**src/rtl/noc_pe_pkg.sv**
```systemverilog
// noc_pe_pkg: shared definitions for the traffic-generating processing
// element and for any monitor or router-side block that decodes its flits.
//   - pe_state_e : injection FSM state encoding
//   - width helpers : VC / flit / credit widths
//   - field helpers : bit positions inside {valid, tail, dest, vc, data}
package noc_pe_pkg;

  typedef enum logic [1:0] {
    PE_IDLE = 2'd0,
    PE_SEND = 2'd1,
    PE_DONE = 2'd2
  } pe_state_e;

  // Low bits of the flit payload carry the flit index within the packet.
  localparam int FLIT_IDX_FIELD_W = 8;

  function automatic int max1(input int v);
    return (v < 1) ? 1 : v;
  endfunction

  function automatic int vc_bits(input int num_vcs);
    return max1($clog2(num_vcs));
  endfunction

  function automatic int flit_w(input int dest_bits, input int vcb, input int dw);
    return 2 + dest_bits + vcb + dw;
  endfunction

  function automatic int cred_w(input int vcb);
    return 1 + vcb;
  endfunction

  // LSB position of the vc field (data occupies [dw-1:0]).
  function automatic int fld_vc_lsb(input int dw);
    return dw;
  endfunction

  function automatic int fld_dest_lsb(input int vcb, input int dw);
    return dw + vcb;
  endfunction

  function automatic int fld_tail(input int dest_bits, input int vcb, input int dw);
    return dw + vcb + dest_bits;
  endfunction

  function automatic int fld_valid(input int dest_bits, input int vcb, input int dw);
    return dw + vcb + dest_bits + 1;
  endfunction

endpackage

```
**src/rtl/noc_credit_counter.sv**
```systemverilog
// noc_credit_counter: credit tracker for one virtual channel.
//   clk, rst_n   : clock, asynchronous active-low reset (count -> BUF_DEPTH)
//   en           : synchronous enable, 0 freezes the count
//   i_dec        : a flit is being sent on this VC
//   i_inc        : a credit is being returned on this VC
//   o_avail      : count > 0
//   o_overflow   : returned credit would exceed BUF_DEPTH (count saturates)
module noc_credit_counter
  import noc_pe_pkg::*;
#(
  parameter int BUF_DEPTH = 8
) (
  input  logic clk,
  input  logic rst_n,
  input  logic en,
  input  logic i_dec,
  input  logic i_inc,
  output logic o_avail,
  output logic o_overflow
);

  localparam int CNT_W = max1($clog2(BUF_DEPTH + 1));
  localparam logic [CNT_W-1:0] FULL = CNT_W'(BUF_DEPTH);

  logic [CNT_W-1:0] r_count;

  always_ff @(posedge clk or negedge rst_n) begin
    if (!rst_n) begin
      r_count <= FULL;
    end else if (en) begin
      if (i_inc && !i_dec && (r_count != FULL)) begin
        r_count <= r_count + 1'b1;
      end else if (i_dec && !i_inc) begin
        r_count <= r_count - 1'b1;
      end
    end
  end

  assign o_avail    = (r_count != '0);
  assign o_overflow = en && i_inc && !i_dec && (r_count == FULL);

endmodule

```
**src/rtl/noc_traffic_pe.sv**
```systemverilog
// noc_traffic_pe: NoC traffic generator / sink endpoint.
// Injects NUM_PKTS packets of PKT_LEN flits, one start attempt every
// INJ_PERIOD cycles, round-robin over VCs, under credit flow control; sinks
// received flits and returns one credit per flit one cycle later.
//   clk, rst_n   : clock, asynchronous active-low reset
//   en           : synchronous enable; 0 freezes state, drives outputs to 0
//   dest_cfg     : destination, sampled at packet start
//   flit_out     : {valid, tail, dest, vc, data}, registered
//   flit_in      : received flit, same layout
//   credit_in    : {valid, vc} credit from router
//   credit_out   : {valid, vc} credit to router, registered
//   tx_count     : flits sent;  rx_count : flits received
//   done         : all packets sent;  err_credit : sticky credit overflow
module noc_traffic_pe
  import noc_pe_pkg::*;
#(
  parameter  int NUM_VCS         = 2,
  parameter  int FLIT_DATA_WIDTH = 64,
  parameter  int NUM_RECV_PORTS  = 16,
  parameter  int BUF_DEPTH       = 8,
  parameter  int PKT_LEN         = 4,
  parameter  int INJ_PERIOD      = 10,
  parameter  int NUM_PKTS        = 13,
  localparam int DEST_BITS       = $clog2(NUM_RECV_PORTS),
  localparam int VC_BITS         = vc_bits(NUM_VCS),
  localparam int FLIT_W          = flit_w(DEST_BITS, VC_BITS, FLIT_DATA_WIDTH),
  localparam int CRED_W          = cred_w(VC_BITS)
) (
  input  logic                 clk,
  input  logic                 rst_n,
  input  logic                 en,
  input  logic [DEST_BITS-1:0] dest_cfg,
  output logic [FLIT_W-1:0]    flit_out,
  input  logic [FLIT_W-1:0]    flit_in,
  input  logic [CRED_W-1:0]    credit_in,
  output logic [CRED_W-1:0]    credit_out,
  output logic [31:0]          tx_count,
  output logic [31:0]          rx_count,
  output logic                 done,
  output logic                 err_credit
);

  localparam int FLD_VALID    = fld_valid(DEST_BITS, VC_BITS, FLIT_DATA_WIDTH);
  localparam int FLD_TAIL     = fld_tail(DEST_BITS, VC_BITS, FLIT_DATA_WIDTH);
  localparam int FLD_DEST_LSB = fld_dest_lsb(VC_BITS, FLIT_DATA_WIDTH);
  localparam int FLD_VC_LSB   = fld_vc_lsb(FLIT_DATA_WIDTH);

  localparam int PER_W  = max1($clog2(INJ_PERIOD));
  localparam int FIDX_W = max1($clog2(PKT_LEN));
  localparam logic [PER_W-1:0]  PER_LAST  = PER_W'(INJ_PERIOD - 1);
  localparam logic [FIDX_W-1:0] FIDX_LAST = FIDX_W'(PKT_LEN - 1);

  pe_state_e             r_state;
  logic [PER_W-1:0]      r_period;
  logic [31:0]           r_pkt_idx;
  logic [FIDX_W-1:0]     r_flit_idx;
  logic [DEST_BITS-1:0]  r_dest;
  logic [VC_BITS-1:0]    r_vc;
  logic [FLIT_W-1:0]     r_flit_out;
  logic [CRED_W-1:0]     r_credit_out;
  logic [31:0]           r_tx;
  logic [31:0]           r_rx;
  logic                  r_done;
  logic                  r_err;

  logic [NUM_VCS-1:0]    w_avail;
  logic [NUM_VCS-1:0]    w_ovf;
  logic [NUM_VCS-1:0]    w_dec;
  logic [NUM_VCS-1:0]    w_inc;
  logic                  w_rx_valid;
  logic [VC_BITS-1:0]    w_rx_vc;
  logic                  w_cin_valid;
  logic [VC_BITS-1:0]    w_cin_vc;
  logic                  w_send;
  logic                  w_tail;
  logic                  w_attempt;
  logic                  w_last_pkt;
  logic [31:0]           w_next_pkt;
  logic [FLIT_DATA_WIDTH-1:0] w_data;
  logic                  w_unused_flit_in;

  assign w_rx_valid  = flit_in[FLD_VALID];
  assign w_rx_vc     = flit_in[FLD_VC_LSB +: VC_BITS];
  assign w_cin_valid = credit_in[CRED_W-1];
  assign w_cin_vc    = credit_in[VC_BITS-1:0];
  assign w_unused_flit_in = ^{flit_in[FLD_TAIL:FLD_DEST_LSB], flit_in[FLIT_DATA_WIDTH-1:0]};

  assign w_attempt  = (r_period == PER_LAST);
  assign w_send     = (r_state == PE_SEND) && w_avail[r_vc];
  assign w_tail     = (r_flit_idx == FIDX_LAST);
  assign w_next_pkt = r_pkt_idx + 32'd1;
  assign w_last_pkt = (NUM_PKTS != 0) && (w_next_pkt == 32'(NUM_PKTS));
  assign w_data     = FLIT_DATA_WIDTH'({r_pkt_idx, FLIT_IDX_FIELD_W'(r_flit_idx)});

  for (genvar v = 0; v < NUM_VCS; v++) begin : g_cc
    assign w_dec[v] = w_send && (r_vc == VC_BITS'(v));
    assign w_inc[v] = w_cin_valid && (w_cin_vc == VC_BITS'(v));

    noc_credit_counter #(
      .BUF_DEPTH(BUF_DEPTH)
    ) u_cc (
      .clk       (clk),
      .rst_n     (rst_n),
      .en        (en),
      .i_dec     (w_dec[v]),
      .i_inc     (w_inc[v]),
      .o_avail   (w_avail[v]),
      .o_overflow(w_ovf[v])
    );
  end

  always_ff @(posedge clk or negedge rst_n) begin
    if (!rst_n) begin
      r_state      <= PE_IDLE;
      r_period     <= '0;
      r_pkt_idx    <= '0;
      r_flit_idx   <= '0;
      r_dest       <= '0;
      r_vc         <= '0;
      r_flit_out   <= '0;
      r_credit_out <= '0;
      r_tx         <= '0;
      r_rx         <= '0;
      r_done       <= 1'b0;
      r_err        <= 1'b0;
    end else if (en) begin
      // Period counter free-runs in every state; attempts outside IDLE are dropped.
      r_period     <= w_attempt ? '0 : r_period + 1'b1;
      r_flit_out   <= '0;
      r_credit_out <= w_rx_valid ? {1'b1, w_rx_vc} : '0;
      if (w_rx_valid) r_rx <= r_rx + 32'd1;
      if (|w_ovf) r_err <= 1'b1;

      case (r_state)
        PE_IDLE: begin
          if (w_attempt) begin
            r_state    <= PE_SEND;
            r_dest     <= dest_cfg;
            r_vc       <= VC_BITS'(r_pkt_idx % 32'(NUM_VCS));
            r_flit_idx <= '0;
          end
        end
        PE_SEND: begin
          if (w_send) begin
            r_flit_out <= {1'b1, w_tail, r_dest, r_vc, w_data};
            r_tx       <= r_tx + 32'd1;
            if (w_tail) begin
              r_flit_idx <= '0;
              r_pkt_idx  <= w_next_pkt;
              if (w_last_pkt) begin
                r_state <= PE_DONE;
                r_done  <= 1'b1;
              end else begin
                r_state <= PE_IDLE;
              end
            end else begin
              r_flit_idx <= r_flit_idx + 1'b1;
            end
          end
        end
        default: ;
      endcase
    end else begin
      // Drop pending valid pulses so nothing re-appears when en returns.
      r_flit_out   <= '0;
      r_credit_out <= '0;
    end
  end

  assign flit_out   = en ? r_flit_out   : '0;
  assign credit_out = en ? r_credit_out : '0;
  assign tx_count   = en ? r_tx         : '0;
  assign rx_count   = en ? r_rx         : '0;
  assign done       = en && r_done;
  assign err_credit = en && r_err;

endmodule

```
**config.mk**
```make
export PLATFORM = sky130hd
export DESIGN_NAME = noc_traffic_pe
export DESIGN_NICKNAME = d
export VERILOG_FILES = /design/src/rtl/noc_pe_pkg.sv /design/src/rtl/noc_credit_counter.sv /design/src/rtl/noc_traffic_pe.sv
export SDC_FILE = /design/constraint.sdc
export NUM_CORES = 1
export LEC_CHECK = 0
export CAP_MARGIN = 20
export CORE_MARGIN = 2
export CORE_UTILIZATION = 45
export DETAILED_ROUTE_END_ITERATION = 10
export PLACE_DENSITY = 0.77
export SLEW_MARGIN = 20
export SYNTH_ARGS = -nofsm -noshare
export SYNTH_HDL_FRONTEND = slang
export SYNTH_SLANG_ARGS = --single-unit
```
**constraint.sdc**
```tcl
create_clock -name clk -period 1.98 [get_ports clk]
set_input_delay 0.198 -clock clk [delete_from_list [all_inputs] [get_ports clk]]
set_output_delay 0.198 -clock clk [all_outputs]
set_load 0.1 [all_outputs]
```
==> summary.md <==
| Metric | Value |
|---|---|
| Result of the run | finished with violations |
| Violated checks | setup timing |
| Vias in the first global route | ~6900 |
| DRC violations left | 0 |
| Max-cap violations | 0 |
| Leakage power | 0.00603 uW |
| Remaining global-route overflow | 0 |
| Critical path data arrival time | 2.46 ns |
| DR vias | 6817 |
| TritonCTS clock tree | built |
| Hold WS | 0.260 ns |
| Crit Reg-Reg Endpoint | r_state[1]$_DFFE_PN0P_ |
| Cell count after synthesis | 828 |
| Gp weighted congestion | slightly below 0.9 |
| Launching element type of the critical path | flop |
| Crit. End Element | flop |
| Class of the tightest hold or removal check | input pin to async pin |
| Largest net degree at the start of global routing | 59 |
| Post-synthesis mux area share | 1.54% |
| Critical setup path kind | flop to flop |
| Number of different library cells in the post-synthesis netlist | 79 |
| Worst skew pair latency | approximately 0.43 ns |
| Overall Global Routing Usage | 20.8% |
| R2r setup slk | -0.14 ns |
| Cells on worst reg2reg path | 7 |
| Number of fillers in the final layout | 1245 |
| Count of warnings emitted by yosys | 0 |
| RR Startpoint | r_pkt_idx[1]$_DFFE_PN0P_ |
| Net count reported at finish | 1153 |
| Site row count | 50 |
| Pre-CTS WS | -0.217 ns |
| Stage delay of the slowest cell on the critical path | 0.39 ns |
| Post-synthesis register bit count | roughly 160 |
| Library cell with the highest instance count after synthesis | dfrtp_1 |
| Arithmetic-cell share of the synthesized area counting full adders, half adders and majority gates | 1.79% |
| Sequential standard cell area | 4060 um2 |
| Min Clock Period, post-route | 2.12 ns |
| Register clock-pin slew on the reported worst setup and hold paths | 0.07 ns |
| CTS Root Buffer Type | clkbuf_16 |
| Xor/xnor cell area share of the yosys netlist | 11.4% |
| Level count of the clock H-tree | 4 |
| Main combinational cell family by area after synthesis | simple AND/OR/NAND/NOR gates |
| Hold Fails Final Rpt | 0 |
| Highest-delay cell along the critical path | dfrtp_1 |
| Maximum clock frequency | about 470 MHz |
| Initial DRT Pass Iterations | 5 |
| Maximum clock path buffer count | 2 |
| Top post-synthesis cells by area | dfrtp_1 (47%), and2_1 (11%), xnor2_1 (7.2%) |
| RSZ-0062 raised after global routing | true |
| Input/output buffers | 119 |
| Synth cell count leaders | dfrtp_1 (160), and2_1 (147), xnor2_1 (70) |
| Cell-by-cell listing of the critical path | buf_4 > and4_1 > a311o_1 > o41a_1 > a211oi_2 > nand4_1 > o31ai_1 |
| Core area | 18600 um2 |
| Vias per Instance | between 5 and 6 |
| HPWL Detailed | between 10 and 15 mm |
| Wire length of the first global-routing pass | 33.7 mm |
| Number of diodes | 0 |
| Fin. max-slew vios | 0 |
| Pwr/cell area | 702 nW/um2 |
| Post-route worst setup slack | -0.139 ns |
| Setup Viol. Count Final | 21 |
| Most area-hungry cell type in the Yosys netlist | dfrtp_1 |
| Fraction of final layout cells sized beyond drive strength 1 | 34.5% |
| Critical path fanouts, max | 5 |
| Share of the synthesized area in the top cell type | 46.9% |
| Data required time of the worst path | 2.32 ns |
| Initial Utilization | a little under half |
| Num Clock Sinks | 162 |
| Count of flip-flops with a built-in enable after synthesis | 0 |
| Synth Area in Compound Gates | 4.48% |
| Fraction of the mapped netlist area in simple logic gates | a little over a quarter |
| Maximum vdd drop | about 0.53 mV |
| Fraction of synthesis flops using an asynchronous set or reset pin | 100% |
| Top Ports | roughly 220 |
| Final Cycle Share | 107% |
| Die Footprint | 20100 um2 |
| Primary FF master, synth | dfrtp_1 |
| Number of antenna violations at the first check in global routing | 0 |
| Launch point of the critical path | r_pkt_idx[1]$_DFFE_PN0P_ |
| 1st-iter DRT viols | 325 |
| Area growth from synthesis to layout | 51.0% |
| Multi-input gate area in the final layout | 4470 um2 |
| Worst Skew | between 0.01 and 0.015 ns |
| Share of synthesized area occupied by flip-flops and latches | 47.5% |
| DRT Wirelength | between 20 and 25 mm |
| Remaining antenna violation count after routing | 0 |
| Routed WL per cell | about 16 um |
| Clock buffer count from CTS | 17 |
| Horiz. Die Dim | 142 um |
| Mean Syn Cell Area | 10.3 um2 |
| Overall die height | 142 um |
| Area of the mapped netlist | 8540 um2 |
[per-layer routing]
metal / global-route usage, % / share of wire (%) / routed length (um)
met5: 0 / 0 / 0
met1: 25.6 / 42 / 8840
met3: 4.59 / 4.0 / 845
met4: 7.16 / 2.0 / 425
met2: 36.3 / 52 / 11100
[cells in the final DEF, fill, tap and decap left out, drive strengths merged, types with 3 or more instances in the layout]
| master | n |
|---|---|
| and3 | 19 |
| nand2b | 3 |
| buf | 248 |
| dfrtp | 160 |
| nor3b | 5 |
| nand4 | 32 |
| o31ai | 3 |
| nor2 | 34 |
| ha | 9 |
| clkdlybuf4s50 | 8 |
| nor4 | 11 |
| or3 | 5 |
| a311o | 3 |
| o21ai | 10 |
| nand2 | 55 |
| mux2 | 9 |
| nand3 | 45 |
| and2 | 147 |
| a21oi | 11 |
| xnor2 | 70 |
| a21o | 3 |
| clkinv | 4 |
| mux2i | 3 |
| and4 | 8 |
| conb | 30 |
| inv | 23 |
| nor2b | 4 |
| clkbuf | 17 |
| nor3 | 16 |
| xor2 | 41 |
[cell families (layout without fill, tap and decap cells)]
group	Yosys count	after routing
AND/OR/NAND/NOR	394	394
flip-flops	162	162
XOR/XNOR	111	111
buffers and inverters	86	304
AO/OA/AOI/OAI	51	51
multiplexers	12	12
adder cells (fa/ha/maj)	11	11
other	1	30
[state kept, by name, indices dropped and copies added (netlist names)]
signal	count
r_pkt_idx	32
g_cc.u_cc.r_count	8
r_rx	32
r_credit_out	2
r_vc	1
r_state	2
r_tx	32
r_err	1
r_flit_idx	2
r_dest	4
r_period	4
r_done	1
r_flit_out	41
[critical path: cells and delay by family (launching register included)]
| kind | cells | cell delay [ns] |
|---|---|---|
| compound gates | 4 | 1.04 |
| buf+inv | 1 | 0.15 |
| flops | 1 | 0.39 |
| simple gates | 2 | 0.44 |
[worst max-delay path by stage]
stage                                          end  slack (ns)  cells after the start
2_1_floorplan               r_state[1]$_DFFE_PN0P_       -0.03                      7
3_3_place_gp   g_cc[0].u_cc.r_count[3]$_DFFE_PN1P_       -0.16                     10
3_5_place_dp   g_cc[0].u_cc.r_count[3]$_DFFE_PN1P_       -0.22                     10
4_1_cts                         r_done$_DFFE_PN0P_       -0.05                      7
5_1_grt                     r_state[1]$_DFFE_PN0P_       -0.25                      7
6_report                    r_state[1]$_DFFE_PN0P_       -0.14                      7
[final cells by class]
cell class                      count  share of cell area, %
Clock buffer                       17                   3.30
Clock inverter                     15                   1.12
Inverter                           15                  0.514
Multi-Input combinational cell    609                   34.7
Sequential cell                   162                   31.5
Tap cell                          234                   2.27
Timing Repair Buffer              257                   26.7
[report_power, final]
group          switching (uW)  internal (uW)
combinational            1170            858
clock                    1450           1760
sequential                280           3530
total                    2900           6150
[through the flow]
stage / total power [uW] / utilization [%] / instances / TNS, ns / area, um2
floorplan: 4920 / - / 857 / -0.0414 / 8680
global placement: 5460 / 63.2 / 1263 / -1.69 / 11800
detailed placement: 5540 / 63.2 / 1263 / -3.87 / 11800
CTS: 8850 / 67.3 / 1300 / -0.196 / 12500
global route: 9420 / 69.2 / 1309 / -3.24 / 12900
finish: 9050 / 69.2 / 1309 / -0.756 / 12900
[repair_timing]
action	in CTS	in global routing
gates resized for setup	26	62
hold buffers	1	0
hold endpoints to repair	40	0
gates cloned	0	0
buffers inserted	4	10
pin swaps	16	35
endpoints found under the setup margin	56	112
(Power assumes the default switching activity.)
